$ cat config.mk
export PLATFORM = sky130hd
export DESIGN_NAME = fp_align_ctrl
export DESIGN_NICKNAME = d
export VERILOG_FILES = /design/src/rtl/fp_align_ctrl.sv
export SDC_FILE = /design/constraint.sdc
export NUM_CORES = 1
export LEC_CHECK = 0
export ABC_AREA = 1
export BUFFER_PORTS_ARGS = -buffer_cell sky130_fd_sc_hd__buf_2
export CORE_ASPECT_RATIO = 1.4
export CORE_MARGIN = 2
export CORE_UTILIZATION = 51
export CTS_CLUSTER_DIAMETER = 40
export DETAILED_ROUTE_END_ITERATION = 10
export PLACE_DENSITY_LB_ADDON = 0.05
export SYNTH_ARGS = -nofsm -noshare
export SYNTH_HDL_FRONTEND = slang
export SYNTH_SLANG_ARGS = --single-unit
$ cat constraint.sdc
create_clock -name clk -period 2.7 [get_ports clk]
set_clock_uncertainty 0.2 [all_clocks]
set_input_delay 0.405 -clock clk [delete_from_list [all_inputs] [get_ports clk]]
set_output_delay 0.405 -clock clk [all_outputs]
set_load 0.05 [all_outputs]
$ cat src/rtl/fp_align_ctrl.sv
// fp_align_ctrl: exponent compare and mantissa alignment controller.
// Accepts an operand pair, selects the larger exponent, then right-shifts
// the smaller operand's mantissa one bit per cycle until it is aligned.
// Optional feature macro: FP_ALIGN_STICKY_EN builds the sticky-bit tracker;
// without it, sticky is tied to 0.
module fp_align_ctrl #(
    parameter int EXP_MAX_W = 16,
    parameter int MAN_W     = 24
) (
    input  logic                 clk,
    input  logic                 rst,
    input  logic                 in_valid,
    output logic                 in_ready,
    input  logic [EXP_MAX_W-1:0] e_a,
    input  logic [EXP_MAX_W-1:0] e_b,
    input  logic [MAN_W-1:0]     m_a,
    input  logic [MAN_W-1:0]     m_b,
    output logic                 out_valid,
    input  logic                 out_ready,
    output logic [EXP_MAX_W-1:0] e_out,
    output logic [MAN_W-1:0]     m_large,
    output logic [MAN_W-1:0]     m_small,
    output logic                 swap,
    output logic                 sticky,
    output logic                 busy
);

    localparam int DW = EXP_MAX_W + 1;      // difference width, never overflows
    localparam int CW = $clog2(MAN_W + 1);  // shift counter width

    typedef enum logic [1:0] {
        ST_IDLE  = 2'd0,
        ST_DIFF  = 2'd1,
        ST_SHIFT = 2'd2,
        ST_DONE  = 2'd3
    } state_t;

    state_t               state_q, state_d;
    logic [EXP_MAX_W-1:0] ea_q, ea_d, eb_q, eb_d;
    logic [MAN_W-1:0]     ma_q, ma_d, mb_q, mb_d;
    logic [CW-1:0]        cnt_q, cnt_d;
    logic [EXP_MAX_W-1:0] e_out_q, e_out_d;
    logic [MAN_W-1:0]     m_large_q, m_large_d;
    logic [MAN_W-1:0]     m_small_q, m_small_d;
    logic                 swap_q, swap_d;
    logic                 in_ready_q, in_ready_d;
    logic                 out_valid_q, out_valid_d;
    logic                 busy_q, busy_d;
`ifdef FP_ALIGN_STICKY_EN
    logic                 sticky_q, sticky_d;
`endif

    logic signed [DW-1:0] ea_x_s, eb_x_s;
    logic                 b_gt_a_s;
    logic [DW-1:0]        diff_s;
    logic [CW-1:0]        n_s;

    // Sign-extended exponent difference and clamped shift count.
    always_comb begin
        ea_x_s   = $signed({ea_q[EXP_MAX_W-1], ea_q});
        eb_x_s   = $signed({eb_q[EXP_MAX_W-1], eb_q});
        b_gt_a_s = (eb_x_s > ea_x_s);
        if (b_gt_a_s) begin
            diff_s = eb_x_s - ea_x_s;
        end else begin
            diff_s = ea_x_s - eb_x_s;
        end
        if (diff_s >= DW'(MAN_W)) begin
            n_s = CW'(MAN_W);
        end else begin
            n_s = diff_s[CW-1:0];
        end
    end

    // Next-state and datapath update; every register holds by default.
    always_comb begin
        state_d   = state_q;
        ea_d      = ea_q;
        eb_d      = eb_q;
        ma_d      = ma_q;
        mb_d      = mb_q;
        cnt_d     = cnt_q;
        e_out_d   = e_out_q;
        m_large_d = m_large_q;
        m_small_d = m_small_q;
        swap_d    = swap_q;
`ifdef FP_ALIGN_STICKY_EN
        sticky_d  = sticky_q;
`endif
        case (state_q)
            ST_IDLE: begin
                if (in_valid) begin
                    ea_d     = e_a;
                    eb_d     = e_b;
                    ma_d     = m_a;
                    mb_d     = m_b;
`ifdef FP_ALIGN_STICKY_EN
                    sticky_d = 1'b0;
`endif
                    state_d  = ST_DIFF;
                end else begin
                    state_d  = ST_IDLE;
                end
            end
            ST_DIFF: begin
                // On an exponent tie operand a is treated as the larger one.
                e_out_d   = b_gt_a_s ? eb_q : ea_q;
                m_large_d = b_gt_a_s ? mb_q : ma_q;
                m_small_d = b_gt_a_s ? ma_q : mb_q;
                swap_d    = b_gt_a_s;
                cnt_d     = n_s;
                if (n_s != {CW{1'b0}}) begin
                    state_d = ST_SHIFT;
                end else begin
                    state_d = ST_DONE;
                end
            end
            ST_SHIFT: begin
                m_small_d = m_small_q >> 1;
`ifdef FP_ALIGN_STICKY_EN
                sticky_d  = sticky_q | m_small_q[0];
`endif
                cnt_d     = cnt_q - CW'(1);
                if (cnt_q == CW'(1)) begin
                    state_d = ST_DONE;
                end else begin
                    state_d = ST_SHIFT;
                end
            end
            ST_DONE: begin
                if (out_ready) begin
                    state_d = ST_IDLE;
                end else begin
                    state_d = ST_DONE;
                end
            end
            default: begin
                state_d = ST_IDLE;
            end
        endcase
        in_ready_d  = (state_d == ST_IDLE);
        out_valid_d = (state_d == ST_DONE);
        busy_d      = (state_d != ST_IDLE);
    end

    // State and output registers with synchronous reset.
    always_ff @(posedge clk) begin
        if (rst) begin
            state_q     <= ST_IDLE;
            ea_q        <= {EXP_MAX_W{1'b0}};
            eb_q        <= {EXP_MAX_W{1'b0}};
            ma_q        <= {MAN_W{1'b0}};
            mb_q        <= {MAN_W{1'b0}};
            cnt_q       <= {CW{1'b0}};
            e_out_q     <= {EXP_MAX_W{1'b0}};
            m_large_q   <= {MAN_W{1'b0}};
            m_small_q   <= {MAN_W{1'b0}};
            swap_q      <= 1'b0;
            in_ready_q  <= 1'b1;
            out_valid_q <= 1'b0;
            busy_q      <= 1'b0;
`ifdef FP_ALIGN_STICKY_EN
            sticky_q    <= 1'b0;
`endif
        end else begin
            state_q     <= state_d;
            ea_q        <= ea_d;
            eb_q        <= eb_d;
            ma_q        <= ma_d;
            mb_q        <= mb_d;
            cnt_q       <= cnt_d;
            e_out_q     <= e_out_d;
            m_large_q   <= m_large_d;
            m_small_q   <= m_small_d;
            swap_q      <= swap_d;
            in_ready_q  <= in_ready_d;
            out_valid_q <= out_valid_d;
            busy_q      <= busy_d;
`ifdef FP_ALIGN_STICKY_EN
            sticky_q    <= sticky_d;
`endif
        end
    end

    assign in_ready  = in_ready_q;
    assign out_valid = out_valid_q;
    assign busy      = busy_q;
    assign e_out     = e_out_q;
    assign m_large   = m_large_q;
    assign m_small   = m_small_q;
    assign swap      = swap_q;
`ifdef FP_ALIGN_STICKY_EN
    assign sticky    = sticky_q;
`else
    assign sticky    = 1'b0;
`endif

endmodule

# Word-level counts from Yosys, hierarchy flattened
# Cells that the tools add are included.
# W data, S select, Z words.
# op_classes
addsub	3
n_lt_le_gt_ge	2
eq_ne	5
mux	12
n_reduce_logical	6
# op_table
cell	n
$mux W24	2
$pmux W24 S2	1
$sub A16 B16 Y17	2
$ge A17 B5 Y1 const B	1
$mux W17	1
$gt A16 B16 Y1	1
$mux W16	1
$pmux W5 S2	1
$pmux W2 S4	1
$eq A2 B2 Y1 const B	3
$eq A5 B1 Y1 const B	1
$mux W5	1
$reduce_bool A5 Y1	1
$sub A5 B1 Y5 const B	1
$logic_not A2 Y1	2
$reduce_bool A2 Y1	2
$mux W1	3
$eq A2 B1 Y1 const B	1
$mux W2	1
$reduce_and A2 Y1	1
# word_totals
reg_bits	155
output_inout_bits	69

# Depth between registers and ports, before layout
# depth
ltp_word	8
mapped_depth	24
depth_no_buf	23

# Least setup slack after synthesis
# Ideal clock, no wire load.
# synth_timing
path_type	register to register
from	register ea_q[0]
to	register in_ready_q, in the netlist in_ready
arrival_time_ps	2389
path_slack_ps	-10
path_stages_with_launch	22
cell_sequence	dfxtp_1 > inv_1 > ha_1 > fa_1 > o21ai_0 > nand2_1 > nand2_1 > nand2_1 > nand2_1 > nand2_1 > nand2_1 > nand2_1 > nand2_1 > inv_1 > nor2_1 > nand2_1 > nor2_4 > nand4_1 > nand2_1 > nand2_1 > nand2_1 > nand2_1
# synth_between
elab_chain_cells	8
elab_cells_between_ends	10
classes_between	add/sub: 2; order compare: 2; mux: 4; reduce/logical: 2
# synth_rtl
item	line_no	text
start: declaration	39	logic [EXP_MAX_W-1:0] ea_q, ea_d, eb_q, eb_d;
start signal: assignment	150	ea_q <= {EXP_MAX_W{1'b0}};
$sub A16 B16 Y17 (tied with other cells)	66	diff_s = ea_x_s - eb_x_s;
$mux W17 (*)	63	if (b_gt_a_s) begin
$ge A17 B5 Y1	68	if (diff_s >= DW'(MAN_W)) begin
$mux W5 (*)	68	
$reduce_bool A5 Y1 (*)	112	if (n_s != {CW{1'b0}}) begin
$mux W1 (*)	112	
$pmux W2 S4 (*)	90	case (state_q)
$logic_not A2 Y1 (*)	141	in_ready_d = (state_d == ST_IDLE);
end signal: assignment	176	in_ready_q <= in_ready_d;
end: declaration	46	logic in_ready_q, in_ready_d;
# Mark *: on every way between the ends. The rest lies on a longest branch, timed or not.
# A chain may end at the register's enable or synchronous reset.

# Worst setup path in the final report
# layout_timing
from	register ea_q[10]
to	register cnt_q[4]
# layout_between
elab_chain_cells	5
elab_cells_between_ends	7
classes_between	add/sub: 2; order compare: 2; mux: 3
# layout_rtl
item	line_no	text
$sub A16 B16 Y17 (tied with other cells)	66	
$mux W17 (*)	63	
$ge A17 B5 Y1	68	
$mux W5 (*)	68	
$pmux W5 S2 (*)	90	
end signal: assignment	154	cnt_q <= {CW{1'b0}};
end signal: assignment	171	cnt_q <= cnt_d;
end: declaration	41	logic [CW-1:0] cnt_q, cnt_d;
# Marks and branches as above.

==> results.cfg <==
[clock_tree]
clk_pin_slew_worst_paths_ns = 0.07
clkLatencyLatePin_ns = 0.43
clkSinkCount = 155
cts_tree = built
cts_made_buffers = 17
cts_max_level = 4
root_buffer = clkbuf_16
cts_hold_buf = 0
clockBufferDepth = 2

[grt]
overflow = 0
antenna_found_initial = 0
grt_max_degree = 69
grt_first_pass_wirelength_mm = 40.7
grt_pass1_vias = 8636
grt_usage = 0.287

[power_and_ir_drop]
internal_power_w = 0.00571
vdd_drop_max_mv = 0.550
pwr-share-seq = 0.280
p_per_area_nw_per_um2 = 855
power_switching_w = 0.00424
p_clk_frac = 0.233
combPwrFrac = 0.488
switching_share = 0.426
cellLeakagePower_nw = 5.78

[timing]
slew_headroom = 0.444
slew_viol_final = 0
hold_violations = 0
rsz0062_at_grt = true
max_freq_mhz = 359
worst_slack_ns = -0.0846
worst_pin_slew_ns = 0.834
timing.final.crit_share = 1.03
setup-violations-final = 8
min_period_ns = 2.78

[cells_and_area]
stdcell_count = 1754
regArea_um2 = 3120
nets = 1663
post-route-cell-area_um2 = 11600
multi_input_area_um2 = 5020
area_growth_pct = 35.2
diodes = 0
layout-drive-gt1-share = 0.294
nFillCells = 1508

[run_status]
status = finished with violations
violations = negative setup slack

[yosys]
synth.most_common_cell = nand2_1
synth_area_um2 = 8610
syn-num-nets = 1429
ys_async_sr_fraction = 0
yosysSeqAreaShare = 0.361
synth_top_cell_area_share = 0.361
avgSynthCellArea_um2 = 6.60
yosys_warnings = 0
netlist_instances = 1304
synth_edf_count = 0
yosys.area.top_type = dfxtp_1
ys.flop_type = dfxtp_1
yosysUniqueCellTypes = 35
ys_ff_latch = 155
synth_commonest_cells = 275 x nand2_1, 170 x inv_1, 163 x o21ai_0
synth_area_leaders = dfxtp_1 36%, nand2_1 12%, o21ai_0 9.5%

[setup_path]
crit_type = reg2reg
crit_arrival_ns = 2.86
slowest_stage = dfxtp_2
crit_required_ns = 2.78
crit_top_cell = nand2_4
cpPeakStageDelay_ns = 0.34
worstPathMaxFanout = 8
startpoint_type = flip-flop
crit_chain = inv_2 -> ha_4 -> buf_6 -> nand2_4 -> inv_4 -> nand2_4 -> nor3_4 -> nand3_2 -> nand2_2 -> nand2_4 -> nand2_8 -> buf_4 -> inv_2 -> o21ai_2 -> nand2_2 -> nor2_4 -> buf_4 -> nand4_1 -> nand2_1 -> a21oi_1
cp-end-kind = flip-flop

[floorplanning]
core_area_um2 = 16700
die_area_um2 = 17900
chipWidth_um = 114
pin_count = 153
row_count = 56
die_h_um = 158
initial_core_util = 0.516

[flow_run]
max-cap-violations = 0

[drt]
viasPerCell = 5.19
drc = 0
drt_wl_total_mm = 26.4
ant_nets = 0
initialDrtViolationCount = 459
wl_per_cell_um = 15.1
num_vias = 9109
dr.pass1.iters = 5

[placement]
pre_cts_ws_ns = -0.234
dp.cells = 1691
place_area_um2 = 10200
gp_congestion = 0.937
port_buffers = 151
dp_hpwl_mm = 17.8

[hold_path]
hold_class = in2reg
-- worst max-delay path: cells and delay by family, from the launching register on --
| kind | cells | cell delay [ns] |
|---|---|---|
| fa+ha+maj | 1 | 0.28 |
| buf+inv | 6 | 0.53 |
| simple gates | 11 | 1.10 |
| compound gates | 2 | 0.18 |
| flops | 1 | 0.34 |
-- flip-flops by register name, summed over array words and instances, names as in the netlist --
| signal | cells |
|---|---|
| e_out | 16 |
| in_ready | 1 |
| state_q | 2 |
| busy | 1 |
| ea_q | 16 |
| out_valid | 1 |
| swap | 1 |
| mb_q | 24 |
| m_small | 24 |
| eb_q | 16 |
| m_large | 24 |
| cnt_q | 5 |
| ma_q | 24 |
-- stage by stage --
| step | total power (W) | utilization | setup TNS, ns | hold WS (ns) |
|---|---|---|---|---|
| after global routing | 0.0106 | 0.698 | -2.93 | 0.0388 |
| final | 0.00995 | 0.698 | -0.317 | 0.0180 |
| after detailed placement | 0.00680 | 0.611 | -3.32 | 0.263 |
| after CTS | 0.00956 | 0.678 | -0.137 | 0.00772 |
| after floorplan | 0.00550 | - | 0 | 0.245 |
| after global placement | 0.00678 | 0.611 | -2.54 | 0.253 |
-- cell type report --
type                    count  share of cell area
repair buffers            292               0.173
clock buffers              18              0.0369
inverters                 175              0.0567
well taps                 203              0.0218
multi-input cells         897               0.432
flip-flops and latches    155               0.268
clock inverters            14              0.0114
-- logic make-up (layout without fill, tap and decap cells) --
logic type | count (synthesis) | after routing | share of synthesized area
AND/OR/NAND/NOR | 516 | 516 | 0.247
AO/OA/AOI/OAI | 325 | 325 | 0.201
buffers and inverters | 252 | 499 | 0.115
flip-flops | 155 | 155 | 0.361
adder cells (fa/ha/maj) | 41 | 41 | 0.0613
XOR/XNOR | 14 | 14 | 0.0142
other | 1 | 1 | 0.000436
-- power groups by stage --
stage	Combinational (W)	Clock, W	Sequential [W]
2_1_floorplan	0.00221	0	0.00330
3_3_place_gp	0.00398	0	0.00280
3_5_place_dp	0.00399	0	0.00281
4_1_cts	0.00443	0.00235	0.00278
5_1_grt	0.00530	0.00243	0.00282
6_report	0.00485	0.00231	0.00278
-- cell usage in the layout (no fill, tap or decap), types with 27 or more instances in the layout --
cell | synthesis | layout
buf_4 | 3 | 120
a21oi_1 | 94 | 85
buf_2 | 16 | 151
inv_1 | 170 | 155
nand3_1 | 61 | 56
nand2_2 | 8 | 27
nand2_1 | 275 | 244
o21ai_0 | 163 | 154
dfxtp_1 | 155 | 140
nor2_1 | 152 | 144
-- path summary, 6_finish.rpt --
kind	startpoint	depth (start not counted)	to	slack [ns]
worst min register to register	mb_q[19]	2	mb_q[19]	0.27
worst min-delay path	m_a[17]	3	ma_q[17]	0.02
worst max register to register	ea_q[10]	20	cnt_q[4]	-0.08
worst max-delay path	ea_q[10]	20	cnt_q[4]	-0.08
-- repair_timing --
item	CTS	global route
setup buffers	23	5
gates resized for setup	98	57
pin swaps	43	34
setup endpoints to repair	56	66
cloned	0	4
-- per-layer routing --
layer | part of all wire | up-vias | global-route usage
met4 | 0.030 | 0 | 0.123
met1 | 0.40 | 4153 | 0.312
li1 | - | 4638 | -
met3 | 0.050 | 55 | 0.0471
met5 | 0 | - | 0
met2 | 0.52 | 263 | 0.544
No activity file was read; power rests on OpenSTA's default activity.
